<file path="config.mk">
export PLATFORM = sky130hd
export DESIGN_NAME = watch_time_reporter
export DESIGN_NICKNAME = d
export VERILOG_FILES = /design/src/rtl/watch_time_reporter.sv
export SDC_FILE = /design/constraint.sdc
export NUM_CORES = 1
export LEC_CHECK = 0
export CAP_MARGIN = 15
export CORE_MARGIN = 2
export CORE_UTILIZATION = 60
export CTS_BUF_LIST = sky130_fd_sc_hd__clkbuf_8 sky130_fd_sc_hd__clkbuf_16
export DETAILED_ROUTE_END_ITERATION = 10
export DONT_BUFFER_PORTS = 1
export PLACE_DENSITY = 0.76
export SYNTH_ARGS = -nofsm -noshare
export SYNTH_HDL_FRONTEND = slang
export SYNTH_SLANG_ARGS = --single-unit
</file>
<file path="constraint.sdc">
create_clock -name clk -period 3.2 [get_ports clk]
set_input_delay 0.32 -clock clk [delete_from_list [all_inputs] [get_ports clk]]
set_output_delay 0.32 -clock clk [all_outputs]
set_load 0.01 [all_outputs]
</file>
<file path="src/rtl/watch_time_reporter.sv">
// watch_time_reporter: snapshots hour/min/sec and streams "HH:MM:SS[\r\n]" as ASCII bytes to uart_tx.
module watch_time_reporter #(
  parameter bit SEND_CRLF   = 1'b1,
  parameter bit AUTO_REPORT = 1'b0
) (
  input  logic       clk,
  input  logic       rst,
  input  logic       i_req,
  input  logic [4:0] i_hour,
  input  logic [5:0] i_min,
  input  logic [5:0] i_sec,
  input  logic       i_tx_busy,
  input  logic       i_tx_done,
  output logic [7:0] o_tx_data,
  output logic       o_tx_start,
  output logic       o_busy
);
  localparam logic [1:0] S_IDLE = 2'd0;
  localparam logic [1:0] S_LOAD = 2'd1;
  localparam logic [1:0] S_SEND = 2'd2;
  localparam logic [1:0] S_WAIT = 2'd3;
  localparam logic [3:0] LAST   = SEND_CRLF ? 4'd9 : 4'd7;

  logic [1:0] state_q, state_d;
  logic [3:0] idx_q, idx_d;
  logic       pend_q, pend_d;
  logic       busy_d, start_d;
  logic [7:0] data_d;
  logic [5:0] prev_sec_q;
  logic [3:0] ht_q, ho_q, mt_q, mo_q, st_q, so_q;
  logic [7:0] frame_byte;
  logic       req_any;

  assign req_any = i_req | (AUTO_REPORT && (i_sec != prev_sec_q));

  // Digits are at most 9 (tens of out-of-range inputs stay below 16), so 0x30+d is a nibble concat.
  always_comb begin
    case (idx_q)
      4'd0:       frame_byte = {4'h3, ht_q};
      4'd1:       frame_byte = {4'h3, ho_q};
      4'd2, 4'd5: frame_byte = 8'h3A;
      4'd3:       frame_byte = {4'h3, mt_q};
      4'd4:       frame_byte = {4'h3, mo_q};
      4'd6:       frame_byte = {4'h3, st_q};
      4'd7:       frame_byte = {4'h3, so_q};
      4'd8:       frame_byte = 8'h0D;
      4'd9:       frame_byte = 8'h0A;
      default:    frame_byte = 8'h00;
    endcase
  end

  // A request arriving with the final i_tx_done is treated as pending and chains straight to LOAD.
  always_comb begin
    state_d = state_q;
    idx_d   = idx_q;
    pend_d  = pend_q | (i_req && state_q != S_IDLE);
    busy_d  = o_busy;
    start_d = 1'b0;
    data_d  = o_tx_data;
    case (state_q)
      S_IDLE: if (req_any) begin
        state_d = S_LOAD;
        busy_d  = 1'b1;
      end
      S_LOAD: begin
        idx_d   = 4'd0;
        state_d = S_SEND;
      end
      S_SEND: if (!i_tx_busy) begin
        data_d  = frame_byte;
        start_d = 1'b1;
        state_d = S_WAIT;
      end
      default: if (i_tx_done) begin
        if (idx_q != LAST) begin
          idx_d   = idx_q + 4'd1;
          state_d = S_SEND;
        end else if (pend_q || i_req) begin
          state_d = S_LOAD;
          pend_d  = 1'b0;
        end else begin
          state_d = S_IDLE;
          busy_d  = 1'b0;
        end
      end
    endcase
  end

  always_ff @(posedge clk or negedge rst) begin
    if (!rst) begin
      state_q    <= S_IDLE;
      idx_q      <= 4'd0;
      pend_q     <= 1'b0;
      o_busy     <= 1'b0;
      o_tx_start <= 1'b0;
      o_tx_data  <= 8'h00;
      prev_sec_q <= 6'd0;
      ht_q       <= 4'd0;
      ho_q       <= 4'd0;
      mt_q       <= 4'd0;
      mo_q       <= 4'd0;
      st_q       <= 4'd0;
      so_q       <= 4'd0;
    end else begin
      state_q    <= state_d;
      idx_q      <= idx_d;
      pend_q     <= pend_d;
      o_busy     <= busy_d;
      o_tx_start <= start_d;
      o_tx_data  <= data_d;
      prev_sec_q <= i_sec;
      if (state_q == S_LOAD) begin
        ht_q <= 4'(i_hour / 5'd10);
        ho_q <= 4'(i_hour % 5'd10);
        mt_q <= 4'(i_min / 6'd10);
        mo_q <= 4'(i_min % 6'd10);
        st_q <= 4'(i_sec / 6'd10);
        so_q <= 4'(i_sec % 6'd10);
      end
    end
  end
endmodule

</file>
Word-level counts from Yosys, hierarchy flattened
Cells that the tools add are included.
W data, S select, Z words.
{ "classes": {"n_addsub": 1, "div": 6, "n_eq_ne": 16, "mux": 21, "n_bitwise": 4, "reduce_logical": 17} }
{ "op_table": {"columns": ["operator", "count"], "rows": [
  ["$pmux W6 S9", 1],
  ["$eq A4 B3 Y1 const B", 4],
  ["$div A6 B4 Y6 const B", 2],
  ["$mod A6 B4 Y6 const B", 2],
  ["$mux W1", 11],
  ["$eq A4 B2 Y1 const B", 2],
  ["$eq A4 B4 Y1 const B", 2],
  ["$mux W2", 4],
  ["$mux W4", 2],
  ["$pmux W4 S2", 1],
  ["$reduce_bool A2 Y1", 4],
  ["$pmux W2 S3", 1],
  ["$reduce_and A3 Y1", 2],
  ["$reduce_or A2 Y1", 3],
  ["$div A5 B4 Y5 const B", 1],
  ["$mod A5 B4 Y5 const B", 1],
  ["$reduce_and A5 Y1", 1],
  ["$add A4 B1 Y4 const B", 1],
  ["$eq A4 B1 Y1 const B", 1],
  ["$logic_not A4 Y1", 1],
  ["$ne A2 B1 Y1 const B", 2],
  ["$ne A2 B2 Y1 const B", 2],
  ["$ne A4 B4 Y1 const B", 1],
  ["$reduce_bool A4 Y1", 1],
  ["other kinds (10)", 12]
]} }
{ "totals": {"ff_bits": 41, "input_bits": 22, "out_inout_bits": 10, "wordCells": 77} }

Longest topological paths before layout
{ "depth": {"word_depth": 7, "mapped_depth": 9, "ltp_nobuf": 9} }

Worst setup path before layout
No wires, ideal clock.
{ "synth_path": {"path_kind": "input -> register", "start": "input i_hour[3]", "end": "register ho_q[2]", "setup_ps": 131, "arrival_ps": 1877, "required_time_ps": 3069, "setup_slack_ps": 1192, "path_stages": 9, "cell_sequence": "inv_1 -> ha_1 -> o21ai_1 -> xnor2_1 -> ha_1 -> a21oi_1 -> a21oi_1 -> nor3_1 -> or3_1"} }
{ "synth_between": {"elab_chain_cells": 1} }
{ "synth_rtl": {"columns": ["item", "line", "source"], "rows": [
  ["start, declared", "9", "input logic [4:0] i_hour,"],
  ["$mod A5 B4 Y5", "114", "ho_q <= 4'(i_hour % 5'd10);"],
  ["end signal, assigned", "114", null],
  ["end, declared", "30", "logic [3:0] ht_q, ho_q, mt_q, mo_q, st_q, so_q;"]
]} }
Every way passes these cells.
A chain may end at the register's enable or synchronous reset.

Worst setup path in the final report
{ "layout_path": {"start": "register idx_q[0]", "end": "register o_tx_data[0]"} }
{ "layout_between": {"elab_chain_cells": 3, "elab_cells_between_ends": 12, "cone_classes": "eq/ne (9); mux (1); reduce/logical (2)"} }
{ "layout_rtl": {"columns": ["item", "line", "source"], "rows": [
  ["start, declared", "25", "logic [3:0] idx_q, idx_d;"],
  ["start signal, assigned", "106", "idx_q <= idx_d;"],
  ["$eq A4 B2 Y1 or $eq A4 B3 Y1 (tied branches)", "38", "case (idx_q)"],
  ["$reduce_or A2 Y1", "38", null],
  ["$pmux W6 S9 *", "38", null],
  ["end signal, assigned", "110", "o_tx_data <= data_d;"],
  ["end, declared", "14", "output logic [7:0] o_tx_data,"]
]} }
Every way passes the cells marked *; elsewhere a longest branch is shown, timed or not.

==> flow_summary.yaml <==
cells_and_area:
  final_util_pct: 66.4
  layout-drive-gt1-share_pct: 7.92
  syn_to_final_growth_pct: 4.69
  final_nets: 301
  final_area_um2: 2480
  final_cells: 313
  n_antenna_cell: 0
drt:
  postRouteAntennaNets: 0
  totalWireLength_mm: 4.64
  drt_iter0_drc: 174
  via_per_inst: 6.06
  dr.pass1.iters: 4
  wl_per_cell_um: 14.8
  vias: 1897
  drc: 0
setup_path:
  r2r_start: "idx_q[0]"
  reg2reg_slack_ns: 1.19
  crit_path_max_fanout: 9
  crit_path_max_incr_delay_ns: 0.39
  critPathArrivalTime_ns: 2.19
  path_class: "reg2reg"
  critPathSlowestCell: "dfrtp_1"
  rr_worst_depth: 7
  path_cells: "inv_1 > ha_1 > nor2_1 > a21oi_1 > o21ai_0 > a2111oi_0 > a211o_1"
  r2r-end: "o_tx_data[0]"
  cp-startpoint: "idx_q[0]"
  critPathBufInv: 1
  path_delay_family: "compound AO/OA/AOI/OAI gates"
  end_kind: "flip-flop"
  start_kind: "flip-flop"
  worstPathRequired_ns: 3.37
synth:
  synth_edf_count: 0
  ys_top_cells_by_area: "dfrtp_1 (36%), ha_1 (7.9%), a21oi_1 (4.6%)"
  seq_area_frac_synth_pct: 35.8
  synthCells: 272
  netlist_top_cells_count: "dfrtp_1 (34), nor2_1 (28), a21oi_1 (22), nand2_1 (21), o21ai_0 (20)"
  synth_ff_type: "dfrtp_1"
  async_reset_ff_share_pct: 100
  ys_ff_latch: 34
  yosys_warnings: 0
  yosysMostFrequentCell: "dfrtp_1"
  syn_area_per_cell_um2: 8.73
  synth_cell_types: 56
  synth_area_leader_cell: "dfrtp_1"
  synth_top_area_share_pct: 35.8
  netlist_area_um2: 2370
global_route:
  grt_use_total_pct: 23.5
  grt_max_degree: 35
  overflow: 0
  grt_pass1_wl_mm: 7.95
  antenna_found_initial: 0
  grt_pass1_vias: 1745
power_and_ir_drop:
  p_leak_nw: 1.10
  p_per_area_nw_per_um2: 858
  peakVddDrop_mv: 0.418
  internal-power_mw: 1.27
  p_comb_share_pct: 44.1
  p_switching_mw: 0.861
  finalPower_mw: 2.13
  switching_share_pct: 40.4
  p_seq_share_pct: 38.1
  power.share.clock_pct: 17.7
sta:
  worst_slew_pin_slew_ns: 0.592
  fin_crit_ns: 2.01
  rsz0062_at_grt: "no"
  max_freq_mhz: 496
  layout_worst_path_cycle_share_pct: 63.0
  setup_viol_count_final: 0
  finClkSkew_ns: 0.00697
  drv_slew: 0
  maxSlewHeadroom_pct: 60.2
  layout_setup_ws_ns: 1.19
  timing_hold_violations_final: 0
  whs_ns: 0.136
  tns_ns: 0
clock_network:
  cts_buffers: 5
  clk_pin_slew_worst_paths_ns: 0.07
  clkLatencyLatePin_ns: 0.28
  cts_max_level: 2
  clock-sinks: 34
  clk_path_buf_depth: 2
  clockRootBuffer: "clkbuf_8"
  cts_tree: "yes"
  postCtsSetupBuffers: 0
placed_design:
  port_buffers: 0
  dpl.hpwl_mm: 3.32
  dp.cells: 303
  pre_cts_ws_ns: 1.02
  place_congestion: 0.805
  placed_area_um2: 2350
worst_hold_path:
  hold_depth: 1
  holdPathEnd: "pend_q"
  min_path_type: "in2reg"
  hold_start: "i_tx_done"
status:
  status: "completed"
die:
  coreArea_um2: 3740
  dieArea_um2: 4470
  top_level_ports: 32
  die_w_um: 66.9
  std_cell_rows: 22
  start_util_pct: 63.4
  chipHeight_um: 66.9
run:
  maxCapViolCount: 0
[power groups by stage]
| stage | Sequential [mW] | Clock [mW] | Combinational, mW |
|---|---|---|---|
| floorplan | 0.747 | 0 | 0.801 |
| global placement | 0.813 | 0 | 0.894 |
| detailed placement | 0.820 | 0 | 0.928 |
| CTS | 0.812 | 0.382 | 0.945 |
| global route | 0.841 | 0.404 | 1.07 |
| finish | 0.814 | 0.378 | 0.942 |
[sequential cells by signal, indices dropped and copies added (netlist names)]
signal / cells
idx_q: 4
ho_q: 4
mt_q: 3
ht_q: 2
o_tx_data: 5
so_q: 4
o_busy: 1
mo_q: 4
state_q: 2
pend_q: 1
st_q: 3
o_tx_start: 1
[cells by family after synthesis]
| group | synth area share [%] |
|---|---|
| AOI/OAI and AO/OA | 25.0 |
| xor gates and xnor gates | 1.84 |
| adders and majority gates | 7.91 |
| buffers and inverters | 6.75 |
| DFF | 35.8 |
| muxes | 5.17 |
| other | 0.158 |
| and+or+nand+nor | 17.3 |
[routing by layer]
metal | vias up | wire length (µm) | global-route usage, %
li1 | 954 | - | -
met1 | 886 | 2240 | 33.6
met2 | 53 | 2080 | 34.6
met3 | 4 | 291 | 6.42
met4 | 0 | 21 | 6.38
met5 | - | 0 | 0
[layout make-up]
type	count	area, µm²
inverter	17	63.8
tap	48	60.1
fill	317	1260
multi-input combinational	203	1370
clock inverter	3	37.5
sequential	34	851
clock buffer	5	68.8
timing repair buffer	3	37.5
[timing repair]
| action | 4_1_cts | 5_1_grt |
|---|---|---|
| endpoints found under the setup margin | 0 | 0 |
| hold buffers | 2 | 0 |
| gates resized for setup | 0 | 0 |
| hold endpoints to repair | 34 | 0 |
[how the worst max path moves through the flow]
stage	end	depth (start not counted)
2_1_floorplan	ho_q[2]	9
3_3_place_gp	ho_q[2]	9
3_5_place_dp	ho_q[2]	9
4_1_cts	o_tx_data[0]	7
5_1_grt	o_tx_data[0]	7
6_report	o_tx_data[0]	7
[placed cells by master, fill, tap and decap left out, drive strengths merged, types with 2 or more instances in the layout]
cell type | netlist | layout
o311ai | 2 | 2
a311oi | 2 | 2
ha | 15 | 15
a222oi | 2 | 2
o2bb2ai | 3 | 3
a221oi | 3 | 3
and3 | 2 | 2
mux2 | 7 | 7
a21oi | 23 | 23
nand2b | 13 | 13
o31ai | 2 | 2
or3 | 2 | 2
mux2i | 4 | 4
nand3 | 2 | 2
nand2 | 21 | 21
clkbuf | 10 | 5
dfrtp | 34 | 34
nor2b | 2 | 2
nor2 | 28 | 28
a22oi | 3 | 3
conb | 1 | 2
a21o | 4 | 4
nand3b | 4 | 4
o32a | 2 | 2
o21a | 2 | 2
inv | 17 | 19
o21ai | 21 | 21
xnor2 | 4 | 4
o211ai | 5 | 5
nor3 | 4 | 4
buf | 9 | 2
a31oi | 3 | 3
(Power assumes the default switching activity.)
